===== config.mk =====
export PLATFORM = sky130hd
export DESIGN_NAME = bo_soma_n_flat
export DESIGN_NICKNAME = d
export VERILOG_FILES = /design/src/rtl/bo_soma_n_if.sv /design/src/rtl/bo_soma_n.sv /design/src/flat_wrapper.sv
export SDC_FILE = /design/constraint.sdc
export NUM_CORES = 1
export LEC_CHECK = 0
export BUFFER_PORTS_ARGS = -buffer_cell sky130_fd_sc_hd__buf_2
export CAP_MARGIN = 20
export CORE_MARGIN = 4
export CORE_UTILIZATION = 44
export DETAILED_ROUTE_END_ITERATION = 6
export PLACE_DENSITY = 0.79
export SLEW_MARGIN = 40
export SYNTH_ARGS = -nofsm -noshare
export SYNTH_HDL_FRONTEND = slang
export SYNTH_SLANG_ARGS = --single-unit

===== constraint.sdc =====
create_clock -name clk -period 4.2 [get_ports clk]
set_input_delay 0.21 -clock clk [delete_from_list [all_inputs] [get_ports clk]]
set_output_delay 0.21 -clock clk [all_outputs]
set_load 0.005 [all_outputs]

===== src/rtl/bo_soma_n_if.sv =====
// ============================================================================
// Module     : bo_soma_n_if
// Description: Control, word-stream and result bundle for the bo_soma_n
//              accumulate-and-count block.
// Revision   : 1.0 - initial release
// ============================================================================
`default_nettype none

interface bo_soma_n_if #(
    parameter int DATA_W = 8,
    parameter int CNT_W  = 4,
    parameter int ACC_W  = 12
);
    logic              start;
    logic [CNT_W-1:0]  n;
    logic              clr;
    logic              in_valid;
    logic [DATA_W-1:0] in_data;
    logic              in_ready;
    logic              busy;
    logic              done;
    logic [ACC_W-1:0]  soma;
    logic              zero;
    logic              ovf;

    modport master (
        output start, n, clr, in_valid, in_data,
        input  in_ready, busy, done, soma, zero, ovf
    );

    modport slave (
        input  start, n, clr, in_valid, in_data,
        output in_ready, busy, done, soma, zero, ovf
    );
endinterface

`default_nettype wire


===== src/rtl/bo_soma_n.sv =====
// ============================================================================
// Module     : bo_soma_n
// Description: Sums exactly n words accepted over valid/ready, then pulses
//              done. Optional macro BO_SAT_EN selects saturating accumulation.
// Revision   : 1.0 - initial release
// ============================================================================
`default_nettype none

module bo_soma_n #(
    parameter int DATA_W = 8,
    parameter int CNT_W  = 4,
    parameter int ACC_W  = 12
) (
    input  wire logic     clk,
    input  wire logic     rst,
    bo_soma_n_if.slave    bus
);

    localparam logic [1:0] c_IDLE = 2'd0;
    localparam logic [1:0] c_ACC  = 2'd1;
    localparam logic [1:0] c_DONE = 2'd2;

    logic [1:0]       state_q, state_d;
    logic [ACC_W-1:0] acc_q,   acc_d;
    logic [CNT_W-1:0] cnt_q,   cnt_d;
    logic             ovf_q,   ovf_d;

    // One extra bit captures the carry out of the accumulator
    logic [ACC_W:0]   w_sum;

    always_comb begin
        w_sum   = {1'b0, acc_q} + (ACC_W+1)'(bus.in_data);
        state_d = state_q;
        acc_d   = acc_q;
        cnt_d   = cnt_q;
        ovf_d   = ovf_q;

        case (state_q)
            c_IDLE: begin
                if (bus.start) begin
                    acc_d   = '0;
                    ovf_d   = 1'b0;
                    cnt_d   = bus.n;
                    state_d = (bus.n != '0) ? c_ACC : c_DONE;
                end
            end
            c_ACC: begin
                if (bus.in_valid && (cnt_q != '0)) begin
`ifdef BO_SAT_EN
                    acc_d = w_sum[ACC_W] ? {ACC_W{1'b1}} : w_sum[ACC_W-1:0];
`else
                    acc_d = w_sum[ACC_W-1:0];
`endif
                    ovf_d = ovf_q | w_sum[ACC_W];
                    cnt_d = cnt_q - CNT_W'(1);
                    if (cnt_q == CNT_W'(1)) begin
                        state_d = c_DONE;
                    end
                end
            end
            c_DONE: begin
                state_d = c_IDLE;
            end
            default: begin
                state_d = c_IDLE;
            end
        endcase

        // Abort overrides any start or handshake in the same cycle
        if (bus.clr) begin
            state_d = c_IDLE;
            acc_d   = '0;
            cnt_d   = '0;
            ovf_d   = 1'b0;
        end
    end

    always_ff @(posedge clk or posedge rst) begin
        if (rst) begin
            state_q <= c_IDLE;
            acc_q   <= '0;
            cnt_q   <= '0;
            ovf_q   <= 1'b0;
        end else begin
            state_q <= state_d;
            acc_q   <= acc_d;
            cnt_q   <= cnt_d;
            ovf_q   <= ovf_d;
        end
    end

    assign bus.in_ready = (state_q == c_ACC);
    assign bus.busy     = (state_q != c_IDLE);
    assign bus.done     = (state_q == c_DONE);
    assign bus.soma     = acc_q;
    assign bus.zero     = (cnt_q == '0);
    assign bus.ovf      = ovf_q;

endmodule

`default_nettype wire


===== src/flat_wrapper.sv =====
// flat-port wrapper written by rule: the top's interface ports become plain ports
module bo_soma_n_flat 
#(
    parameter int DATA_W = 8,
    parameter int CNT_W  = 4,
    parameter int ACC_W  = 12
)
  (clk, rst, bus_start, bus_n, bus_clr, bus_in_valid, bus_in_data, bus_in_ready, bus_busy, bus_done, bus_soma, bus_zero, bus_ovf);
  bo_soma_n_if #(.DATA_W(DATA_W), .CNT_W(CNT_W), .ACC_W(ACC_W)) bus_i ();
  input  wire logic clk;
  input  wire logic rst;
  input wire logic [$bits(bus_i.start)-1:0] bus_start;
  input wire logic [$bits(bus_i.n)-1:0] bus_n;
  input wire logic [$bits(bus_i.clr)-1:0] bus_clr;
  input wire logic [$bits(bus_i.in_valid)-1:0] bus_in_valid;
  input wire logic [$bits(bus_i.in_data)-1:0] bus_in_data;
  output wire logic [$bits(bus_i.in_ready)-1:0] bus_in_ready;
  output wire logic [$bits(bus_i.busy)-1:0] bus_busy;
  output wire logic [$bits(bus_i.done)-1:0] bus_done;
  output wire logic [$bits(bus_i.soma)-1:0] bus_soma;
  output wire logic [$bits(bus_i.zero)-1:0] bus_zero;
  output wire logic [$bits(bus_i.ovf)-1:0] bus_ovf;
  assign bus_i.start = bus_start;
  assign bus_i.n = bus_n;
  assign bus_i.clr = bus_clr;
  assign bus_i.in_valid = bus_in_valid;
  assign bus_i.in_data = bus_in_data;
  assign bus_in_ready = bus_i.in_ready;
  assign bus_busy = bus_i.busy;
  assign bus_done = bus_i.done;
  assign bus_soma = bus_i.soma;
  assign bus_zero = bus_i.zero;
  assign bus_ovf = bus_i.ovf;
  bo_soma_n #(.DATA_W(DATA_W), .CNT_W(CNT_W), .ACC_W(ACC_W)) u_core (.clk(clk), .rst(rst), .bus(bus_i));
endmodule

# --- Word-level counts from Yosys, hierarchy flattened ---
# Index checks and enable logic that the tools add are counted.
classes:
  n_eq_ne: 6
  addsub: 2
  bitwise_logic: 1
  n_reduce_logical: 9
  n_mux: 18
ops:
  columns: ["operator", "count"]
  rows:
  - ["12-bit 2-to-1 mux", 3]
  - ["12-bit one-hot mux with 2 select lines", 1]
  - ["12-bit by 8-bit adder with 13-bit output", 1]
  - ["4-bit 2-to-1 mux", 3]
  - ["2-bit 2-to-1 mux", 5]
  - ["4-bit one-hot mux with 2 select lines", 1]
  - ["4-bit nonzero test", 2]
  - ["3-bit by 2-bit inequality test with 1-bit output (second input constant)", 2]
  - ["3-bit AND reduction", 2]
  - ["4-bit by 1-bit == test with 1-bit output (second input constant)", 1]
  - ["4-bit logical NOT", 1]
  - ["2-bit one-hot mux with 2 select lines", 1]
  - ["4-bit by 1-bit subtractor with 4-bit output (second input constant)", 1]
  - ["1-bit 2-to-1 mux", 3]
  - ["3-bit inequality test (second input constant)", 1]
  - ["3-bit nonzero test", 1]
  - ["2-bit by 1-bit == test with 1-bit output (second input constant)", 1]
  - ["2-bit == test (second input constant)", 1]
  - ["2-bit logical NOT", 1]
  - ["1-bit one-hot mux with 2 select lines", 1]
  - ["2-bit nonzero test", 1]
  - ["1-bit logical AND", 1]
  - ["1-bit bitwise OR", 1]
word_totals:
  output_inout_bits: 17
  register_bits: 19
  elab_cells: 40
  input_bits: 17

# --- Logic depth before layout (Yosys ltp) ---
# Gate-level depths: netlist of the first run.
depth:
  word_depth: 5
  ltp_mapped: 7
  ltp_nobuf: 7

# --- Least setup slack after synthesis of the first run ---
# No wires, ideal clock.
synth_timing:
  path_type: "reg2reg"
  from: "register u_core.acc_q[0], in the netlist u_core.bus.soma[0]"
  to: "register u_core.ovf_q, in the netlist u_core.bus.ovf"
  path_slack_ns: 2.298
  arrival_ns: 1.784
  t_required_ns: 4.081
  n_path_buf: 0
  setup_time_ns: 0.119
  synth_period_minus_slack_ns: 1.902
  path_stages_with_launch: 8
  cell_sequence: "dfrtp_1 ha_1 fa_1 a21oi_1 o21ai_0 o22ai_1 nor4bb_1 o21a_1"
synth_between:
  elab_chain_cells: 5
synth_rtl:
  columns: ["item", "line", "source"]
  rows:
  - ["start, declared", "bo_soma_n.sv:24", "logic [ACC_W-1:0] acc_q, acc_d;"]
  - ["start signal, assigned", "bo_soma_n.sv:81", "acc_q <= '0;"]
  - ["start signal, assigned", "bo_soma_n.sv:86", "acc_q <= acc_d;"]
  - ["12-bit by 8-bit adder with 13-bit output", "bo_soma_n.sv:32", "w_sum = {1'b0, acc_q} + (ACC_W+1)'(bus.in_data);"]
  - ["1-bit bitwise OR", "bo_soma_n.sv:54", "ovf_d = ovf_q | w_sum[ACC_W];"]
  - ["1-bit 2-to-1 mux", "bo_soma_n.sv:48", "if (bus.in_valid && (cnt_q != '0)) begin"]
  - ["1-bit one-hot mux with 2 select lines", "bo_soma_n.sv:38", "case (state_q)"]
  - ["1-bit 2-to-1 mux", "bo_soma_n.sv:70", "if (bus.clr) begin"]
  - ["end signal, assigned", "bo_soma_n.sv:88", "ovf_q <= ovf_d;"]
  - ["end, declared", "bo_soma_n.sv:26", "logic ovf_q, ovf_d;"]
# No other way between the ends. The select of a mux whose other input is x is not followed.
# A chain may end at the register's enable or synchronous reset.

# --- Worst setup path in the final report of the first run ---
layout_timing:
  from: "register u_core.cnt_q[1]"
  to: "register u_core.acc_q[11], in the netlist u_core.bus.soma[11]"
layout_between:
  elab_chain_cells: 4
layout_rtl:
  columns: ["item", "line", "source"]
  rows:
  - ["start, declared", "bo_soma_n.sv:25", "logic [CNT_W-1:0] cnt_q, cnt_d;"]
  - ["start signal, assigned", "bo_soma_n.sv:87", "cnt_q <= cnt_d;"]
  - ["4-bit nonzero test", "bo_soma_n.sv:48", null]
  - ["1-bit logical AND", "bo_soma_n.sv:48", null]
  - ["3-bit by 2-bit inequality test with 1-bit output (no source line)", null, null]
  - ["3-bit AND reduction (no source line)", null, null]
# No other way between the ends.

==> run summary, run 1 <==
outcome - completed
number of max-capacitance violations reported - 0
overall routed net length - 3060 um
Layout Skew - 0.0129 ns
Post-Syn Instances - 151
DRC Markers - 0
height of the die - 63.9 um
commonest cells after routing, fill and taps aside - sky130_fd_sc_hd__buf_2, sky130_fd_sc_hd__dfrtp_1, sky130_fd_sc_hd__nand2_1
vias - 1,270
CTS clock-pin slew for the worst setup and hold paths - 0.12 ns
post-CTS setup buffer count - 0
mean instance size in the synthesized netlist - 9.11 sq um
data arrival time of the worst path - 2.54 ns
CTS root buf - sky130_fd_sc_hd__clkbuf_4
num rows - 20
number of fillers in the final layout - 289
setup repair after global routing missed its margin - false
Worst Hold Depth - 2
post-cts resize count - 0
number of endpoints with negative hold slack in the final report - 0
total number of yosys warnings - 0
worst min-delay path category - in -> reg
largest net degree at the start of global routing - 20
Final GP Congestion - 0.825
startpoint kind of the worst setup timing path - flop
reg-to-reg critical path startpoint - u_core.cnt_q[1]
worst-margin pin slew - 0.673 ns
setup TNS - 0 ns
nature of the critical path endpoint - flop
portion of the post-synthesis area used by sequential elements - 34.5%
critical path's largest stage delay - 0.63 ns
I/O pin count - 34
clock network fraction of total power - 22.5%
hold-critical path endpoint - u_core.state_q[1]
proportion of layout cells with a drive suffix above 1 - 24.1%
fraction of power spent switching nets - 33.4%
number of DRC violations after detailed-routing iteration 0 - 53
length in cells of the worst reg-to-reg path - 8
minimum clock period after layout - 2.35 ns
period utilization - 56.0%
crit path kind - reg -> reg
total setup violations reported at the end of the flow - 0
launch point of the worst path - u_core.cnt_q[1]
Yosys cell types - 48
Vias per Instance - 5.50
final worst slack - 1.85 ns
Post-DP HPWL - 2420 um
internal power contribution - 284 uW
utilization after layout - 53.5%
headroom to the max-slew limit - 54.9%
worst skew pair latency - 0.31 ns
clock tree from TritonCTS - yes
clock sinks - 19
Max Root-Sink Buffers - 2
Antenna Violating Nets Remaining - 0
most frequent standard cell in the layout excluding fill and tap cells - sky130_fd_sc_hd__buf_2
Setup Slack @ Placement - 1.87 ns
required time at the endpoint of the critical path - 4.39 ns
Die Width - 63.9 um
leakage dissipation - 0.784 nW
overall global routing resource usage - 15.9%
number of flops mapped to enable cells by yosys - 0
number of diodes added for antenna fixing - 0
switching power - 143 uW
area of the core region - 0.00303 sq mm
highest clock frequency the design can meet - 425 MHz
Die ar. - 0.00409 sq mm
Inserted Clock Buffers - 3
power per standard cell area - 263 mW/mm^2
Post-Syn Nets - 180
netlist area before placement - 0.00138 sq mm
cell area after placement - 0.00158 sq mm
Final Max Slew Viols - 0
overflow left after global routing - 0
startpoint of the lowest-slack hold path - bus_clr
number of synthesized register bits - 19
starting density of the core - 45.5%
Synth Flop Type - sky130_fd_sc_hd__dfrtp_1
post-layout instance area - 0.00162 sq mm
worst-case register-to-register setup slack - 1.85 ns
Final #Nets - 217
count of hold-fix buffers inserted at cts - 0
number of levels the H-tree was split into - 1
WL/cell - 13.2 um
Gate power share - 28.6%
sequence of cells on the critical path - inv_1, ha_1, or3b_4, a311oi_4, buf_6, nor2_1, nand4_1, nand3_1
count of TritonRoute iterations in the first routing pass - 4
Area growth syn-to-layout - 17.6%
vias in the first global route - 1,150
number of antenna violations at the first check in global routing - 0
critical path's slowest cell - sky130_fd_sc_hd__a311oi_4
Max rail drop VDD - 125 uV
fraction of registers with async set/reset - 100%
first-pass GRT wire length - 5260 um
reg2reg end - u_core.bus.soma[11]
share of power burned in registers - 48.9%
peak fanout along the critical path - 14
number of input and output port buffers inserted - 33
==> registers in the layout (all words and copies together) (netlist names) <==
signal	flops
u_core.bus.soma	12
u_core.state_q	2
u_core.bus.ovf	1
u_core.cnt_q	4
==> routing by layer <==
metal  up-vias  wire (um)  track usage (%)  share of wire (%)
met3         2        224             4.22                7.3
met4         0          9             2.16               0.29
li1        628          -                -                  -
met1       597       1430             22.2                 47
met5         -          0                0                  0
met2        43       1390             25.2                 46
==> worst max-delay path: cells and delay by family (launching register included) <==
| kind | cells | cell delay [ns] |
|---|---|---|
| AO/OA/AOI/OAI | 1 | 0.63 |
| adder cells (fa/ha/maj) | 1 | 0.16 |
| buffers and inverters | 2 | 0.35 |
| flip-flops | 1 | 0.43 |
| AND/OR/NAND/NOR | 4 | 0.66 |
==> metrics by stage <==
| step | power [mW] | hold slack (ns) | cells |
|---|---|---|---|
| floorplan | 0.297 | 0.161 | 151 |
| global placement | 0.329 | 0.356 | 225 |
| detailed placement | 0.334 | 0.365 | 226 |
| CTS | 0.430 | 0.0185 | 230 |
| global route | 0.455 | 0.242 | 231 |
| finish | 0.426 | 0.226 | 231 |
==> cell type report <==
cell class / count / area (sq um) / area share, %
repair buffers: 35 / 186 / 11.5
clock inverters: 1 / 5.00 / 0.309
inverters: 7 / 26.3 / 1.62
multi-input cells: 122 / 848 / 52.4
clock buffers: 3 / 22.5 / 1.39
well taps: 44 / 55.1 / 3.40
flip-flops and latches: 19 / 475 / 29.4
==> how the worst max path moves through the flow <==
| stage | slack, ns | end | cells after the start |
|---|---|---|---|
| 6_report | 1.85 | u_core.bus.soma[11] | 8 |
| 3_3_place_gp | 1.70 | u_core.bus.soma[11] | 7 |
| 2_1_floorplan | 2.30 | u_core.bus.ovf | 7 |
| 4_1_cts | 1.87 | u_core.bus.soma[11] | 8 |
| 5_1_grt | 1.65 | u_core.bus.soma[7] | 8 |
| 3_5_place_dp | 1.87 | u_core.bus.soma[4] | 7 |
==> synth_stat cells (all sizes together), types with 2 or more instances <==
library cell / n / share of area, %
ha: 11 / 10
nor4: 3 / 1.4
nor2b: 3 / 1.4
o21ai: 12 / 4.6
a211o: 2 / 1.3
and3: 2 / 0.91
o211ai: 3 / 1.6
nand4: 2 / 0.91
a22o: 2 / 1.3
nor2: 11 / 3.0
nor3b: 5 / 3.1
nand2: 17 / 4.6
nand2b: 4 / 1.8
inv: 7 / 1.9
a21oi: 8 / 3.2
dfrtp: 19 / 35
xnor2: 2 / 1.3
buf: 2 / 1.6
nand3: 5 / 1.8
o21a: 3 / 1.6
o31ai: 3 / 1.6
xor2: 4 / 2.5
==> power by group through the flow <==
stage / registers (mW) / clock network [mW] / logic (mW)
after floorplan: 0.209 / 0 / 0.0885
after global placement: 0.211 / 0 / 0.117
after detailed placement: 0.212 / 0 / 0.122
after CTS: 0.208 / 0.0997 / 0.122
after global routing: 0.211 / 0.105 / 0.138
final: 0.209 / 0.0960 / 0.122
==> cell families after synthesis <==
logic type | Yosys count | share of synthesized area (%)
compound gates | 45 | 23.6
xor+xnor | 6 | 3.82
fa+ha+maj | 12 | 11.5
buf+inv | 10 | 3.82
flops | 19 | 34.5
simple gates | 59 | 22.7
(Power assumes the default switching activity.)
==> inputs of run 2 (changes only) <==
Settings changed: PLACE_DENSITY 0.79 to 0.82.
Clock period 4.2 ns to 2 ns, I/O delays scaled along.
==> run 2 against run 1 <==
Effect of this change: combinational power rose to 2.8 times the previous value; utilization up 5.2 points; critical path depth unchanged; final area up 9.7%; register-to-register slack worse by 1.8 ns; routed wire length up 12%; clock-buffer cell count up 1; non-clock buffer count up 15; cell count up 6.5%; sequential share of layout area down 2.6 points; global-route usage up 0.12 points; critical endpoint is now u_core.bus.soma[9]; largest cell class unchanged; largest power group unchanged.
==> run summary, run 2 (synthesized netlist as in run 1, its figures left out) <==
Max Root-Sink Buffers - 2 (unchanged)
length in cells of the worst reg-to-reg path - 8 (unchanged)
Final #Nets - 232 (+6.9%)
proportion of layout cells with a drive suffix above 1 - 35.1% (+11 points)
metal3 WL - 154 um (-31%)
Area growth syn-to-layout - 29.0%
I/O pin count - 34 (unchanged)
peak fanout along the critical path - 5 (-9)
startpoint of the lowest-slack hold path - bus_n[0]
setup TNS - 0 ns (unchanged)
clock sinks - 19 (unchanged)
headroom to the max-slew limit - 72.3% (+17 points)
nature of the critical path endpoint - flop
clock tree from TritonCTS - yes
sequence of cells on the critical path - inv_2, ha_4, or3b_4, a311oi_4, buf_4, buf_6, a21o_1, a22o_1
count of TritonRoute iterations in the first routing pass - 4 (unchanged)
leakage dissipation - 0.872 nW (+11%)
number of endpoints with negative hold slack in the final report - 0 (unchanged)
Inserted Clock Buffers - 3 (unchanged)
worst hold slack - 0.102 ns (-0.124 ns)
launch point of the worst path - u_core.cnt_q[1]
number of input and output port buffers inserted - 33 (unchanged)
commonest cells after routing, fill and taps aside - sky130_fd_sc_hd__buf_2, sky130_fd_sc_hd__dfrtp_1, sky130_fd_sc_hd__nand2_1
number of levels the H-tree was split into - 1 (unchanged)
Worst Hold Depth - 3 (+1)
hold-critical path endpoint - u_core.cnt_q[0]
overflow left after global routing - 0 (unchanged)
CTS clock-pin slew for the worst setup and hold paths - 0.10 ns (-0.02 ns)
crit path kind - reg -> reg
period utilization - 96.8% (+41 points)
Layout Skew - 0.00865 ns (-0.00426 ns)
number of DRC violations after detailed-routing iteration 0 - 42 (-21%)
Max rail drop VDD - 263 uV (+110%)
critical path's slowest cell - sky130_fd_sc_hd__dfrtp_1
critical path's largest stage delay - 0.40 ns (-0.23 ns)
highest routed metal layer - met4
power per standard cell area - 549 mW/mm^2 (+110%)
most frequent standard cell in the layout excluding fill and tap cells - sky130_fd_sc_hd__buf_2
number of antenna violations at the first check in global routing - 0 (unchanged)
Final GP Congestion - 0.852 (+3.3%)
startpoint kind of the worst setup timing path - flop
cell area after placement - 0.00165 sq mm (+4.0%)
reg2reg end - u_core.bus.soma[9]
WL/cell - 13.9 um (+5.2%)
Vias per Instance - 5.44 (-1.1%)
reg-to-reg critical path startpoint - u_core.cnt_q[1]
overall routed net length - 3430 um (+12%)
total setup violations reported at the end of the flow - 0 (unchanged)
number of diodes added for antenna fixing - 0 (unchanged)
Die Width - 63.9 um (unchanged)
vias in the first global route - 1,163 (+1.1%)
num rows - 20 (unchanged)
starting density of the core - 45.5% (unchanged)
worst min-delay path category - in -> reg
highest clock frequency the design can meet - 517 MHz (+22%)
number of flip-flops in the largest register - 12 (unchanged)
number of max-capacitance violations reported - 0 (unchanged)
first-pass GRT wire length - 5240 um (-0.38%)
post-layout instance area - 0.00178 sq mm (+9.7%)
overall global routing resource usage - 16.0% (+0.12 points)
CTS root buf - sky130_fd_sc_hd__clkbuf_4
data arrival time of the worst path - 2.18 ns (-0.36 ns)
Antenna Violating Nets Remaining - 0 (unchanged)
Die ar. - 0.00409 sq mm (unchanged)
Post-Route M1 WL - 1500 um (+5.1%)
worst-margin pin slew - 0.414 ns (-0.258 ns)
height of the die - 63.9 um (unchanged)
vias - 1,338 (+5.4%)
minimum clock period after layout - 1.94 ns (-0.418 ns)
required time at the endpoint of the critical path - 2.25 ns (-2.14 ns)
Final Max Slew Viols - 0 (unchanged)
worst skew pair latency - 0.31 ns (about the same)
area of the core region - 0.00303 sq mm (unchanged)
largest net degree at the start of global routing - 20 (unchanged)
outcome - completed
Post-DP HPWL - 2510 um (+3.7%)
worst-case register-to-register setup slack - 0.06 ns (-1.78 ns)
DRC Markers - 0 (unchanged)
routed length on met2 - 1730 um (+24%)
run 2: changes by cell type in the layout (fill, tap and decap cells not counted), sizes merged:
cell / previous run / this run
buf: 34 / 49
clkinv: 2 / 0
inv: 6 / 7
clkbuf: 3 / 4
run 2: how the worst max path moves through the flow:
stage	end	slack (ns)	cells past startpoint
6_report	u_core.bus.soma[9]	0.06	8
5_1_grt	u_core.bus.soma[9]	-0.02	8
4_1_cts	u_core.bus.soma[10]	0.02	7
3_5_place_dp	u_core.bus.soma[10]	-0.04	7
3_3_place_gp	u_core.bus.ovf	0.05	7
2_1_floorplan	u_core.bus.ovf	0.1	7
run 2: layout make-up:
class                      instances  area, sq um
fill                             279         1250
multi-input combinational        122          892
sequential                        19          475
timing repair buffer              50          300
tap                               44         55.1
clock buffer                       4         26.3
inverter                           7         26.3
run 2: routing by layer:
layer / global-route usage [%] / up-vias
li1: - / 658
met1: 21.3 / 642
met2: 26.2 / 33
met3: 3.16 / 5
met4: 4.85 / 0
met5: 0 / -
run 2: stage by stage:
stage | cells | worst slack, ns | utilization (%) | power, mW
floorplan | 151 | 0.0976 | - | 0.624
global placement | 235 | 0.0527 | 54.3 | 0.718
detailed placement | 235 | -0.0394 | 54.3 | 0.727
CTS | 240 | 0.0169 | 55.8 | 0.938
global route | 246 | -0.0188 | 58.6 | 1.04
finish | 246 | 0.0647 | 58.6 | 0.974
run 2: timing repair:
action / 4_1_cts / 5_1_grt
endpoints found under the hold margin: 19 / 0
gates cloned: 0 / 1
buffers inserted: 0 / 5
hold buffers: 1 / 0
pin swaps: 2 / 2
gates resized for setup: 3 / 12
setup endpoints to repair: 7 / 14
run 2: power breakdown:
| part | total, mW | switching [mW] | internal [mW] |
|---|---|---|---|
| logic | 0.338 | 0.175 | 0.164 |
| clock network | 0.202 | 0.124 | 0.0779 |
| registers | 0.433 | 0.0267 | 0.407 |
| total | 0.974 | 0.326 | 0.648 |
run 2: worst max-delay path: cells and delay by family (launching register included):
family | cells | cell delay [ns]
compound gates | 3 | 0.53
fa+ha+maj | 1 | 0.14
buf+inv | 3 | 0.39
flops | 1 | 0.40
simple gates | 1 | 0.40
